==> config.mk <==
export PLATFORM = sky130hd
export DESIGN_NAME = psram_rd_arbiter
export DESIGN_NICKNAME = d
export VERILOG_FILES = /design/src/rtl/psram_pkg.sv /design/src/rtl/psram_grant_sel.sv /design/src/rtl/psram_rd_arbiter.sv
export SDC_FILE = /design/constraint.sdc
export NUM_CORES = 1
export LEC_CHECK = 0
export CORE_UTILIZATION = 35
export DETAILED_ROUTE_END_ITERATION = 10
export PLACE_DENSITY = 0.7
export SKIP_LAST_GASP = 1
export SLEW_MARGIN = 0
export SYNTH_ARGS = -nofsm -noshare
export SYNTH_HDL_FRONTEND = slang
export SYNTH_SLANG_ARGS = --single-unit
export TNS_END_PERCENT = 20
==> constraint.sdc <==
create_clock -name clk -period 1.8 [get_ports clk]
set_input_delay 0.27 -clock clk [delete_from_list [all_inputs] [get_ports clk]]
set_output_delay 0.27 -clock clk [all_outputs]
set_load 0.1 [all_outputs]
==> src/rtl/psram_pkg.sv <==
`default_nettype none
// +--------------------------------------------------------------------------+
// | Module      : psram_pkg                                                  |
// | Description : Shared types and constants for the PSRAM read arbiter:     |
// |               FSM state encoding, requester indices, bus widths and the  |
// |               default access wait time.                                  |
// | Ports       : none (package)                                             |
// | Revision    : 1.0 - initial release                                      |
// +--------------------------------------------------------------------------+
package psram_pkg;

   localparam int ADR_W      = 26;   // PSRAM word address width
   localparam int DAT_W      = 16;   // PSRAM data bus width
   localparam int CNT_W      = 4;    // wait and starve counter width
   localparam int PSRAM_WAIT = 4;    // 4 x 20 ns = 80 ns, covers PSRAM tAA

   // Requester indices; also used as the grant-owner encoding.
   localparam logic REQ_DISP = 1'b0; // VGA background fetch, high priority
   localparam logic REQ_AUX  = 1'b1; // graphics/splash loader, low priority

   typedef enum logic {
      IDLE   = 1'b0,
      ACCESS = 1'b1
   } state_t;

endpackage
`default_nettype wire

==> src/rtl/psram_grant_sel.sv <==
`default_nettype none
// +--------------------------------------------------------------------------+
// | Module      : psram_grant_sel                                            |
// | Description : Winner selection between the display and aux requesters.  |
// |               Display wins ties until it has taken STARVE_LIMIT grants   |
// |               in a row while aux was waiting; the next tie then goes to  |
// |               aux.                                                       |
// | Ports       : clk, rst      - clock, synchronous active-high reset       |
// |               req0_i/req1_i - live request levels                        |
// |               grant_i       - a grant is being issued this cycle         |
// |               winner_o      - index of the requester that wins now       |
// | Revision    : 1.0 - initial release                                      |
// +--------------------------------------------------------------------------+
module psram_grant_sel
   import psram_pkg::*;
#(
   parameter int STARVE_LIMIT = 8
)(
   input  logic clk,
   input  logic rst,
   input  logic req0_i,
   input  logic req1_i,
   input  logic grant_i,
   output logic winner_o
);

   localparam logic [CNT_W-1:0] LIMIT = CNT_W'(STARVE_LIMIT);

   logic [CNT_W-1:0] starve_q, starve_d;
   logic             winner;

   // Aux wins when it is alone, or when display has used up its streak.
   always_comb begin
      winner = REQ_DISP;
      if (req1_i && (!req0_i || (starve_q == LIMIT))) begin
         winner = REQ_AUX;
      end
   end

   // The streak only grows on a display grant that overtook a waiting aux
   // request; that case implies starve_q < LIMIT, so it saturates at LIMIT.
   always_comb begin
      starve_d = starve_q;
      if (grant_i) begin
         if ((winner == REQ_DISP) && req1_i) begin
            starve_d = starve_q + CNT_W'(1);
         end else begin
            starve_d = '0;
         end
      end
   end

   always_ff @(posedge clk) begin
      if (rst) begin
         starve_q <= '0;
      end else begin
         starve_q <= starve_d;
      end
   end

   assign winner_o = winner;

endmodule
`default_nettype wire

==> src/rtl/psram_rd_arbiter.sv <==
`default_nettype none
// +--------------------------------------------------------------------------+
// | Module      : psram_rd_arbiter                                           |
// | Description : Read-only arbiter and access sequencer for the shared      |
// |               asynchronous PSRAM. Grants one of two requesters, drives   |
// |               registered address / chip enable / output enable, waits    |
// |               WAIT_CYCLES clocks and captures the data bus.              |
// | Ports       : clk, rst          - clock, synchronous active-high reset   |
// |               req0/adr0         - display request level and address      |
// |               ack0/valid0       - display accept / data-valid pulses     |
// |               req1/adr1         - aux request level and address          |
// |               ack1/valid1       - aux accept / data-valid pulses         |
// |               rdata             - last captured read word                |
// |               MemDB             - PSRAM data bus (input)                 |
// |               MemAdr/ce_L/oe_L  - registered PSRAM address and enables   |
// | Revision    : 1.0 - initial release                                      |
// +--------------------------------------------------------------------------+
module psram_rd_arbiter
   import psram_pkg::*;
#(
   parameter int WAIT_CYCLES  = PSRAM_WAIT,
   parameter int STARVE_LIMIT = 8
)(
   input  logic             clk,
   input  logic             rst,
   input  logic             req0,
   input  logic [ADR_W-1:0] adr0,
   output logic             ack0,
   output logic             valid0,
   input  logic             req1,
   input  logic [ADR_W-1:0] adr1,
   output logic             ack1,
   output logic             valid1,
   output logic [DAT_W-1:0] rdata,
   input  logic [DAT_W-1:0] MemDB,
   output logic [ADR_W-1:0] MemAdr,
   output logic             ce_L,
   output logic             oe_L
);

   // Loaded at grant; the access ends in the cycle the counter reads zero,
   // so address and enables are held for exactly WAIT_CYCLES cycles.
   localparam logic [CNT_W-1:0] CNT_LOAD = CNT_W'(WAIT_CYCLES - 1);

   state_t           state_q, state_d;
   logic [CNT_W-1:0] cnt_q, cnt_d;
   logic [ADR_W-1:0] adr_q, adr_d;
   logic             ce_q, ce_d;
   logic             oe_q, oe_d;
   logic             ack0_q, ack0_d;
   logic             ack1_q, ack1_d;
   logic             valid0_q, valid0_d;
   logic             valid1_q, valid1_d;
   logic [DAT_W-1:0] rdata_q, rdata_d;
   logic             owner_q, owner_d;   // who owns the access in flight
   logic             grant;
   logic             winner;

   psram_grant_sel #(
      .STARVE_LIMIT(STARVE_LIMIT)
   ) u_grant_sel (
      .clk      (clk),
      .rst      (rst),
      .req0_i   (req0),
      .req1_i   (req1),
      .grant_i  (grant),
      .winner_o (winner)
   );

   always_comb begin
      state_d  = state_q;
      cnt_d    = cnt_q;
      adr_d    = adr_q;
      ce_d     = ce_q;
      oe_d     = oe_q;
      ack0_d   = 1'b0;
      ack1_d   = 1'b0;
      valid0_d = 1'b0;
      valid1_d = 1'b0;
      rdata_d  = rdata_q;
      owner_d  = owner_q;
      grant    = 1'b0;

      case (state_q)
         IDLE: begin
            ce_d = 1'b1;
            oe_d = 1'b1;
            if (req0 || req1) begin
               grant    = 1'b1;
               adr_d    = (winner == REQ_AUX) ? adr1 : adr0;
               ce_d     = 1'b0;
               oe_d     = 1'b0;
               ack0_d   = (winner == REQ_DISP);
               ack1_d   = (winner == REQ_AUX);
               owner_d  = winner;
               cnt_d    = CNT_LOAD;
               state_d  = ACCESS;
            end
         end

         ACCESS: begin
            if (cnt_q != '0) begin
               cnt_d = cnt_q - CNT_W'(1);
            end else begin
               // Valid is steered by the latched owner: live req may
               // already have dropped or changed since the ack.
               rdata_d  = MemDB;
               valid0_d = (owner_q == REQ_DISP);
               valid1_d = (owner_q == REQ_AUX);
               ce_d     = 1'b1;
               oe_d     = 1'b1;
               state_d  = IDLE;
            end
         end

         default: begin
            state_d = IDLE;
         end
      endcase
   end

   always_ff @(posedge clk) begin
      if (rst) begin
         state_q  <= IDLE;
         cnt_q    <= '0;
         adr_q    <= '0;
         ce_q     <= 1'b1;
         oe_q     <= 1'b1;
         ack0_q   <= 1'b0;
         ack1_q   <= 1'b0;
         valid0_q <= 1'b0;
         valid1_q <= 1'b0;
         rdata_q  <= '0;
         owner_q  <= REQ_DISP;
      end else begin
         state_q  <= state_d;
         cnt_q    <= cnt_d;
         adr_q    <= adr_d;
         ce_q     <= ce_d;
         oe_q     <= oe_d;
         ack0_q   <= ack0_d;
         ack1_q   <= ack1_d;
         valid0_q <= valid0_d;
         valid1_q <= valid1_d;
         rdata_q  <= rdata_d;
         owner_q  <= owner_d;
      end
   end

   assign ack0   = ack0_q;
   assign ack1   = ack1_q;
   assign valid0 = valid0_q;
   assign valid1 = valid1_q;
   assign rdata  = rdata_q;
   assign MemAdr = adr_q;
   assign ce_L   = ce_q;
   assign oe_L   = oe_q;

endmodule
`default_nettype wire

# ---- Word level (Yosys, flattened, before mapping)
# Cells that the tools add are included.
dict set report word_totals {
  regBits 57
  inputBits 72
  output_inout_bits 48
  word_cells 46
}
dict set report op_classes {
  add_sub_neg 2
  n_eq_ne 4
  muxes 13
  bitwise_logic 5
  reduce_logical 11
}
# op count
set ops {}
lappend ops {{2-to-1 mux 26 bit} 1}
lappend ops {{2-to-1 mux 4 bit} 3}
lappend ops {{case mux 4 bit (2 select lines)} 1}
lappend ops {{2-to-1 mux 1 bit} 6}
lappend ops {{AND reduction 2 bit} 3}
lappend ops {{OR reduction 3 bit} 2}
lappend ops {{inverter 1 bit} 5}
lappend ops {{adder 4 x 1 -> 4 bit, second input constant} 1}
lappend ops {{equality test 4 bit, second input constant} 1}
lappend ops {{inequality test 2 bit, second input constant} 2}
lappend ops {{case mux 1 bit (2 select lines)} 2}
lappend ops {{nonzero test 4 bit} 1}
lappend ops {{subtractor 4 x 1 -> 4 bit, second input constant} 1}
lappend ops {{logical AND 1 bit} 2}
lappend ops {{logical OR 1 bit} 2}
lappend ops {{inequality test 2 x 1 -> 1 bit, second input constant} 1}
lappend ops {{logical NOT 1 bit} 1}

# ---- Longest topological paths before layout
# Gate-level depths: netlist (run 1).
dict set report depth {
  depth_word 7
  ltp_mapped 7
  mapped_depth_nobuf 5
}

# ---- Cells and area by module
# A second synthesis (run 1) with hierarchy kept.
dict set report unflattened {
  hier_cells 262
  hier_area_um2 2394.8
}
# mod instances cells_each area_per_inst_um2 seq_area_each_um2
set modules_own_cells {}
lappend modules_own_cells {psram_rd_arbiter 1 234 2154.6 1061.0}
lappend modules_own_cells {psram_grant_sel 1 28 240.2 80.1}

# ---- Worst setup path after synthesis (run 1)
# Ideal clock, no wire load.
dict set report synth_timing {
  path_type {flip-flop to output port}
  startpoint {register oe_q, in the netlist oe_L}
  endpoint {output port oe_L}
  t_arrival_ns 1.374
  required_ns 1.530
  setup_slack_ns 0.156
  stages_incl_launch_ff 2
  n_path_buf 1
  cell_sequence {dfxtp_1 > buf_4}
}
# item line_no
set synth_rtl {}
lappend synth_rtl {{start: declaration} psram_rd_arbiter.sv:49} ;# logic oe_q, oe_d;
lappend synth_rtl {{start signal: assignment} psram_rd_arbiter.sv:128} ;# oe_q <= 1'b1;
lappend synth_rtl {{start signal: assignment} psram_rd_arbiter.sv:140} ;# oe_q <= oe_d;
lappend synth_rtl {{end: declaration} psram_rd_arbiter.sv:38} ;# output logic oe_L
# No word-level cell between the ends.

# ---- Final worst setup path (run 1)
dict set report layout_timing {
  startpoint {register cnt_q[0]}
  endpoint {register rdata_q[2], in the netlist rdata[2]}
}
dict set report layout_between {
  elab_chain_cells 3
}
# item line_no
set layout_lines {}
lappend layout_lines {{start: declaration} psram_rd_arbiter.sv:46} ;# logic [CNT_W-1:0] cnt_q, cnt_d;
lappend layout_lines {{start signal: assignment} psram_rd_arbiter.sv:137} ;# cnt_q <= cnt_d;
lappend layout_lines {{nonzero test 4 bit} psram_rd_arbiter.sv:102} ;# if (cnt_q != '0) begin
lappend layout_lines {{inverter 1 bit (no source line)} n/a}
lappend layout_lines {{AND reduction 2 bit (no source line)} n/a}
lappend layout_lines {{end signal: assignment} psram_rd_arbiter.sv:145} ;# rdata_q <= rdata_d;
lappend layout_lines {{end: declaration} psram_rd_arbiter.sv:54} ;# logic [DAT_W-1:0] rdata_q, rdata_d;
# No other way between the ends.
# A chain may end at the register's enable or synchronous reset.

==> results of run 1 <==
layout by cell type, fill, tap and decap left out, types with 2 or more instances in the layout:
cell / synthesis / routed
o211ai_1: 19 / 19
dfxtp_1: 57 / 57
inv_2: 2 / 2
nand3_1: 61 / 61
clkbuf_8: 0 / 11
or3_1: 4 / 4
nand4_1: 2 / 2
clkinv_2: 0 / 2
a21oi_1: 18 / 18
buf_12: 0 / 4
o22ai_1: 2 / 2
o211ai_2: 8 / 8
and3_1: 2 / 2
clkdlybuf4s50_1: 0 / 71
mux2i_1: 2 / 2
bufinv_16: 0 / 2
nor3_1: 5 / 5
nand2_1: 33 / 33
inv_1: 6 / 6
o21ai_0: 2 / 2
buf_4: 4 / 65
ha_1: 3 / 3
o2111ai_1: 26 / 26
power by group:
group	total (uW)	internal [uW]	leakage [uW]	switching, uW
Clock	1370	849	0.000115	519
Sequential	1450	1370	0.000467	73.3
Combinational	1460	443	0.000992	1020
Total	4280	2670	0.00157	1610
state kept, by name (all words and copies together), names as in the netlist:
name / cells
MemAdr: 26
rdata: 16
cnt_q: 4
u_grant_sel.starve_q: 4
ack0: 1
ack1: 1
oe_L: 1
owner_q: 1
state_q: 1
valid0: 1
valid1: 1
cell families (layout without fill, tap and decap cells):
group,count (synthesis),count (layout),share of synthesized area [%]
compound gates,81,81,24.1
simple gates,117,117,22.7
mux,2,2,0.765
fa+ha+maj,3,3,1.43
buf+inv,42,164,7.41
flops,57,57,43.6
layer usage:
| layer | GRT usage, % | up-vias | part of all wire [%] |
|---|---|---|---|
| li1 | - | 1357 | - |
| met1 | 25.4 | 1283 | 44 |
| met2 | 33.3 | 92 | 48 |
| met3 | 6.81 | 11 | 6.8 |
| met4 | 6.89 | 0 | 1.5 |
| met5 | 0 | - | 0 |
worst max-delay path, stage by stage, from the launching register on:
cell and delay, ns:
dfxtp_1 0.32, inv_1 0.08, ha_1 0.21, and4bb_1 0.62, nand2_1 0.12, a21oi_1 0.14
final timing paths:
path | from | end
hold reg to reg | owner_q | valid0
setup / recovery | cnt_q[0] | rdata[2]
hold / removal | owner_q | valid0
setup reg to reg | cnt_q[0] | rdata[2]
metrics by stage:
step,instances,hold WS (ns),setup WS (ns)
CTS,523,0.457,0.190
floorplan,302,0.406,0.156
global placement,507,0.434,0.122
global route,523,0.470,0.0964
finish,523,0.454,0.234
detailed placement,507,0.440,0.0365
area by class of cell:
class / count / area [um^2] / area share (%)
Multi-Input combinational cell: 203 / 1280 / 31.4
Timing Repair Buffer: 140 / 1280 / 31.3
Sequential cell: 57 / 1140 / 27.9
Clock buffer: 11 / 151 / 3.70
Tap cell: 99 / 124 / 3.03
Clock inverter: 5 / 77.6 / 1.90
Inverter: 8 / 30.0 / 0.735
==> impl_results.md, run 1 <==
* Grt ovf at 0
* Hold Path Class: flop to flop
* Synthesized area per cell at 8.66 um^2
* Cell with the most instances after synthesis: nand3_1
* Final nets at 494
* Largest net degree at the start of global routing at 36
* Setup TNS Final at 0 ns
* Clock Skew at approximately 0.0095 ns
* CP max FO at 17
* FFs w/ async S/R, synth at 0%
* First-pass GRT wire length at ~12000 um
* Initial antenna violation count at 0
* Final worst path period share at ~87%
* Area leader, netlist: dfxtp_1
* Maximum vdd drop at 0.503 mV
* Layout Area Growth over Synthesis at 56.2%
* Die area at 7830 um^2
* Final instance area at 4090 um^2
* Post-synth EDFFs at 0
* Reg2reg setup slack at 0.23 ns
* CTS buffer count at 9
* Routed vias at 2743
* Type of origin of the critical path: flop
* Gate Count Post-Synth at 302
* Post-Route WL at 7740 um
* Clock latency on the worst-skew pair at 0.34 ns
* Worst Tran Pin Value at just over 0.6 ns
* Placement Rows at 31
* Core area at 7250 um^2
* Count of different cell masters after synthesis at 38
* Port bufs at 119
* Hold Path Depth at 1
* Post-CTS setup buffers at 0
* Ys flop type: dfxtp_1
* Num Clock Sinks at 57
* Endpoints failing hold at 0
* Leakage at 0.00157 uW
* Synthesis warning total at 0
* Antenna Nets Post-Route at 0
* Critical Path Sink Type: flop
* Total GRT Usage at 20.4%
* CTS H-tree depth at 3
* Clk buf depth at 2
* Mapped Area at roughly 2600 um^2
* Vias per inst at 5.24
* DRC at 0
* Initial Utilization at 36.1%
* Fillers at between 600 and 700
* Pins Over Slew Limit at 0
* 1st-iter DRT viols at between 100 and 150
* CTS tree: built
* Worst rel slew slack at between 50 and 60%
* Fmax at 638 MHz
* Top post-synthesis cells by area: dfxtp_1 (44%), nand3_1 (12%), o2111ai_1 (8.7%)
* Clock Tree Root: clkbuf_8
* Number of global-route vias before repair at 2551
* # resized after CTS at 0
* Final core occ at 56.4%
* Total iterations of the first detailed-routing run at 5
* DR WL/cell at 14.8 um
* Power density over the cells at between 1000 and 1500 nW/um^2
* Placement Cell Area at slightly below 4000 um^2
* Fin crit period at 1.57 ns
* Share of the synthesized area in the top cell type at a little over two fifths
* CTS clk-pin slew, worst paths at 0.07 ns
* Die Height at between 80 and 90 um
* CP Class: flop to flop
* RSZ-0062 raised after global routing: no
* Synth top cells by count: nand3_1 (61), dfxtp_1 (57), nand2_1 (33)
* Register area share after synthesis at 43.6%
* Synth Net Count at 377
* Run status: finished clean
* Flops & latches, synth at 57
* Total power draw at around 4300 uW
* Top-Level Pins at 120
* GPL Wtd Cong at 0.841
* Final setup violation count at 0
* # diodes at 0
* Worst Path Required at 2.07 ns
* Worst EP arrival at 1.84 ns
* Post-DP HPWL at 5470 um
* Reg2Reg Depth at 5
* Layout cell share with drive strength beyond 1 at 23.1%
* Max-Cap Viols at 0
* Die width at 88.5 um
* Hold_buf cts at 0
(Power assumes the default switching activity.)
==> run 2: changes to the inputs <==
--- a/config.mk
+++ b/config.mk
@@ -13,4 +13,4 @@
 export SYNTH_ARGS = -nofsm -noshare
 export SYNTH_HDL_FRONTEND = slang
 export SYNTH_SLANG_ARGS = --single-unit
-export TNS_END_PERCENT = 20
+export TNS_END_PERCENT = 10
==> results of run 2 <==
Final layout, timing and power as in run 1 (identical DEF).
==> variant 1, RTL diff (settings of run 1) <==
`rdata_q` no longer has a reset.
--- a/src/rtl/psram_rd_arbiter.sv
+++ b/src/rtl/psram_rd_arbiter.sv
@@ -130,7 +130,6 @@
          ack1_q   <= 1'b0;
          valid0_q <= 1'b0;
          valid1_q <= 1'b0;
-         rdata_q  <= '0;
          owner_q  <= REQ_DISP;
       end else begin
          state_q  <= state_d;
@@ -142,9 +141,12 @@
          ack1_q   <= ack1_d;
          valid0_q <= valid0_d;
          valid1_q <= valid1_d;
-         rdata_q  <= rdata_d;
          owner_q  <= owner_d;
       end
+   end
+
+   always_ff @(posedge clk) begin
+      rdata_q <= rdata_d;
    end
 
    assign ack0   = ack0_q;
Behaviour: differs if rst is asserted again (counterexample within 10 cycles, from zero or initial values and one cycle with rst high); with rst held inactive, the same outputs for 10 cycles.
==> variant 1 against run 1 <==
Wire length shrank 11%. Die area fell by 2.9%. Sequential power is 3% higher. Design area decreased by 3.4%. Worst setup slack lost 0.013 ns. Area after synthesis shrank 2.9%. Power down 3.4%. Sequential cell count stayed put. Count of clock-buffer cells in the layout up 3. Critical path type unchanged. Largest cell class is now registers.
==> variant 1: results (changes against run 1) <==
metric,value,unit,change
number of synthesized flops with an enable pin,16,,was 0
clock root buffer,clkbuf_8,,unchanged
routability cong.,0.714,,was 0.841
"Clk Latency, worst-skew pair",0.33,ns,
placed cell areas,3740,um2,was 3860 um2
Yosys cell types,36,,was 38
Clk pwr share,30.6,%,was 32.0%
worst vdd ir,0.000633,V,was 0.000503 V
largest fanout on the critical path,55,,was 17
Post-synth top cells,"41 x dfxtp_1, 29 x nor2_1, 28 x a211oi_1",,"was 61 x nand3_1, 57 x dfxtp_1, 33 x nand2_1"
post-route cell area,3950,um2,was 4090 um2
1st-pass router iterations,4,,was 5
Pleak,1.57,nW,about the same
sequential cell area fraction in the yosys report,51.2,%,was 43.6%
PD cells,1050,nW/um2,about the same
Sw Ratio,37.2,%,was 37.7%
status,"complete, no violations",,unchanged
synthesized net count,319,,was 377
# nets final,434,,was 494
fillers,610,,was 684
layout cells sized above 1,21.2,%,was 23.1%
Setup WS post-layout,0.221,ns,was 0.234 ns
reg-to-reg startpoint,u_grant_sel.starve_q[0],,was cnt_q[0]
Crit path arrival time,1.78,ns,was 1.84 ns
worst reg2reg path endpoint,MemAdr[23],,was rdata[2]
Mean Syn Cell Area,10.4,um2,was 8.66 um2
top post-synthesis cells by area,"dfxtp_1 32%, edfxtp_1 19%, nor4bb_1 10%",,"was dfxtp_1 44%, nand3_1 12%, o2111ai_1 8.7%"
clock slew at reported path FFs,0.07,ns,about the same
async set-reset flop share out of synthesis,0,%,unchanged
initial DRC count,113,,was 104
routed len/inst,15.0,um,was 14.8 um
CTS resizes,0,,unchanged
clk buf depth,2,,unchanged
crit-path max cell delay,0.34,ns,was 0.62 ns
routed wire length,6920,um,was 7740 um
comb pwr,1.37,mW,was 1.46 mW
cell family with most CP delay,simple AND/OR/NAND/NOR gates,,unchanged
slowest cell on the critical path,dfxtp_1,,was and4bb_1
Setup crit start kind,flop,,unchanged
max reg flops,26,,unchanged
Setup crit end,MemAdr[23],,was rdata[2]
main flop type after synthesis,dfxtp_1,,unchanged
relative slew slack,75.5,%,was 59.3%
Worst Reg-to-Reg Cells,6,,was 5
dpl cells,444,,was 507
antenna cells,0,,unchanged
first-pass GRT wire length,11100,um,was 12100 um
largest net degree at the start of global routing,56,,was 36
setup bufs post-CTS,0,,unchanged
Tot GR Track Use,19.0,%,was 20.4%
vias,2409,,was 2743
Final Skew,0.00783,ns,was 0.00951 ns
hpwl dp,4750,um,was 5470 um
worst slack at placement,-0.0211,ns,was 0.0365 ns
variant 1: cell count changes in the layout (fill, tap and decap cells not counted), sizes merged, moves of 9 or more:
cell	delta
nor2	+27
o2111ai	-26
nand2	-29
nand3	-58
a21oi	-13
a211oi	+28
edfxtp	+16
nor4	+27
dfxtp	-16
nor4bb	+26
buf	-9
o211ai	-27
variant 1: area by class of cell:
cell class	instances	share of cell area, %
clock buffer	14	4.40
clock inverter	2	0.887
inverter	5	0.475
multi-input combinational	155	27.6
sequential	57	33.0
tap	96	3.04
timing repair buffer	131	30.7
variant 1: per-layer routing:
layer  vias up  share of wire, %  global-route usage (%)
met5         -                 0                       0
met4         0               1.2                    7.30
met3         6               8.8                    7.77
met2       100                47                    31.2
met1      1132                43                    22.1
li1       1171                 -                       -
variant 1: worst min-delay path by stage:
| stage | start | depth (start not counted) | endpoint | slack (ns) |
|---|---|---|---|---|
| after global placement | owner_q | 1 | valid0 | 0.43 |
| final | owner_q | 1 | valid0 | 0.45 |
| after floorplan | MemDB[0] | 0 | rdata[0] | 0.37 |
| after CTS | owner_q | 1 | valid0 | 0.45 |
| after detailed placement | owner_q | 1 | valid0 | 0.44 |
| after global routing | MemDB[2] | 1 | rdata[2] | 0.47 |
variant 1: worst reg2reg max path, stage by stage (launching register included):
cell      delay [ns]
dfxtp_1         0.34
inv_1           0.08
ha_1            0.25
nand4b_4        0.12
buf_12          0.22
nor4bb_1        0.37
nor4_1          0.09
variant 1: logic make-up (layout without fill, tap and decap cells):
| family | after synthesis | after routing | share of synthesized area [%] |
|---|---|---|---|
| compound gates | 46 | 46 | 13.6 |
| fa+ha+maj | 3 | 3 | 1.48 |
| buf+inv | 32 | 152 | 6.11 |
| flops | 57 | 57 | 51.2 |
| simple gates | 106 | 106 | 27.5 |
==> variant 2, RTL diff (settings of run 1) <==
Made on the original files. Change the package constant `CNT_W` from 4 to 6.
--- a/src/rtl/psram_pkg.sv
+++ b/src/rtl/psram_pkg.sv
@@ -11,7 +11,7 @@
 
    localparam int ADR_W      = 26;   // PSRAM word address width
    localparam int DAT_W      = 16;   // PSRAM data bus width
-   localparam int CNT_W      = 4;    // wait and starve counter width
+   localparam int CNT_W      = 6;    // wait and starve counter width
    localparam int PSRAM_WAIT = 4;    // 4 x 20 ns = 80 ns, covers PSRAM tAA
 
    // Requester indices; also used as the grant-owner encoding.
Function: no difference found for any inputs over 10 cycles, from zero or initial values and one cycle with rst high; that may be too few to reach the edited logic, so the function may still have changed.
==> variant 2 against run 1 <==
Die area down 2.1%. Design area down 0.40%. Sequential cell count up 4. Hold slack worse by 0.076 ns. Area after synthesis down 2.2%. Via count down 7.3%. Worst setup slack worse by 0.047 ns. Wire length down 15%. Final cell count up 2.1%. Sequential share of layout area up 2.1 points. Power up 9.8%. Fmax down 2.9%. Critical path type unchanged.
==> variant 2: results (changes against run 1) <==
metric,value,unit,change
status,"complete, no violations",,unchanged
Pint,3.00,mW,was 2.67 mW
Final Skew,0.00940,ns,was 0.00951 ns
Least-Margin Pin Slew,0.484,ns,was 0.611 ns
Yosys cell types,37,,was 38
Crit path arrival time,1.80,ns,was 1.84 ns
clock root buffer,clkbuf_8,,unchanged
Num CTS Buffers,9,,unchanged
largest fanout on the critical path,13,,was 17
Pleak,1.71,nW,was 1.57 nW
"Clk Latency, worst-skew pair",0.33,ns,
top sig layer,met4,,unchanged
routing usage on met1,21.1,%,was 25.4%
first-pass GRT wire length,10800,um,was 12100 um
Post-synth top cells,"65 x nand2_1, 61 x dfxtp_1, 50 x a21oi_1",,"was 61 x nand3_1, 57 x dfxtp_1, 33 x nand2_1"
routability cong.,0.778,,was 0.841
placed cell areas,3810,um2,was 3860 um2
fillers,636,,was 684
wl on met1,2960,um,was 3390 um
sequential cell area fraction in the yosys report,47.7,%,was 43.6%
WL met2,3200,um,was 3710 um
worst hold path depth,2,,was 1
comb pwr,1.60,mW,was 1.46 mW
synthesized net count,384,,was 377
largest net degree at the start of global routing,29,,was 36
Peak Freq,620,MHz,was 638 MHz
1st-pass router iterations,4,,was 5
# nets final,509,,was 494
Worst Reg-to-Reg Cells,7,,was 5
Clk pwr share,33.0,%,was 32.0%
clock slew at reported path FFs,0.07,ns,about the same
routed wire length,6600,um,was 7740 um
met2 Use GR,30.6,%,was 33.3%
top post-synthesis cells by area,"dfxtp_1 48%, a21oi_1 9.8%, nand2_1 9.5%",,"was dfxtp_1 44%, nand3_1 12%, o2111ai_1 8.7%"
total length of routed met3 wires,353,um,was 528 um
crit-path max cell delay,0.38,ns,was 0.62 ns
initial DRC count,81,,was 104
slowest cell on the critical path,dfxtp_1,,was and4bb_1
initial antenna violation count,0,,unchanged
worst hold path class,in -> reg,,was reg -> reg
layout cells sized above 1,19.9,%,was 23.1%
worst vdd ir,0.000607,V,was 0.000503 V
hpwl dp,4740,um,was 5470 um
met3 GRT Util,4.55,%,was 6.81%
Vias/cell,4.76,,was 5.24
Tot GR Track Use,17.8,%,was 20.4%
vias in the first global route,2406,,was 2551
[variant 2: cell families (layout without fill, tap and decap cells)]
kind of cell / Yosys count / after routing / synth area share [%]
adders and majority gates: 4 / 4 / 1.96
DFF: 61 / 61 / 47.7
AOI/OAI and AO/OA: 90 / 90 / 22.4
and+or+nand+nor: 121 / 121 / 20.6
buffers and inverters: 28 / 158 / 5.96
xor gates and xnor gates: 4 / 4 / 1.37
[variant 2: final cells by class]
cell class,instances,area share (%)
Clock buffer,13,4.15
Clock inverter,3,2.21
Inverter,6,0.553
Multi-Input combinational cell,219,29.3
Sequential cell,61,30.0
Tap cell,96,2.95
Timing Repair Buffer,136,30.9
[variant 2: metrics by stage]
stage               worst slack, ns  instances  hold WS [ns]  total power, mW  utilization, %
detailed placement          -0.0333        518         0.442             3.18            54.9
floorplan                     0.163        308         0.406             2.70               -
CTS                          0.0730        534         0.369             4.74            58.6
global placement             0.0423        518         0.439             3.17            54.9
finish                        0.187        534         0.378             4.70            58.6
global route                 0.0368        534         0.430             4.90            58.6
[variant 2: what timing repair did]
action / 4_1_cts / 5_1_grt
endpoints found under the setup margin: 0 / 16
setup buffers: 0 / 0
gates resized for setup: 0 / 1
[variant 2: worst paths after layout]
kind / from / endpoint / slack (ns)
setup / recovery: u_grant_sel.starve_q[0] / MemAdr[20] / 0.19
hold reg to reg: owner_q / valid0 / 0.45
hold / removal: rst / state_q / 0.38
setup reg to reg: u_grant_sel.starve_q[0] / MemAdr[20] / 0.19
[variant 2: worst max-delay path: cells and delay by family, from the launching register on]
kind	cells	cell delay (ns)
AOI/OAI and AO/OA	3	0.47
DFF	1	0.38
buffers and inverters	2	0.27
adders and majority gates	1	0.19
and+or+nand+nor	1	0.18
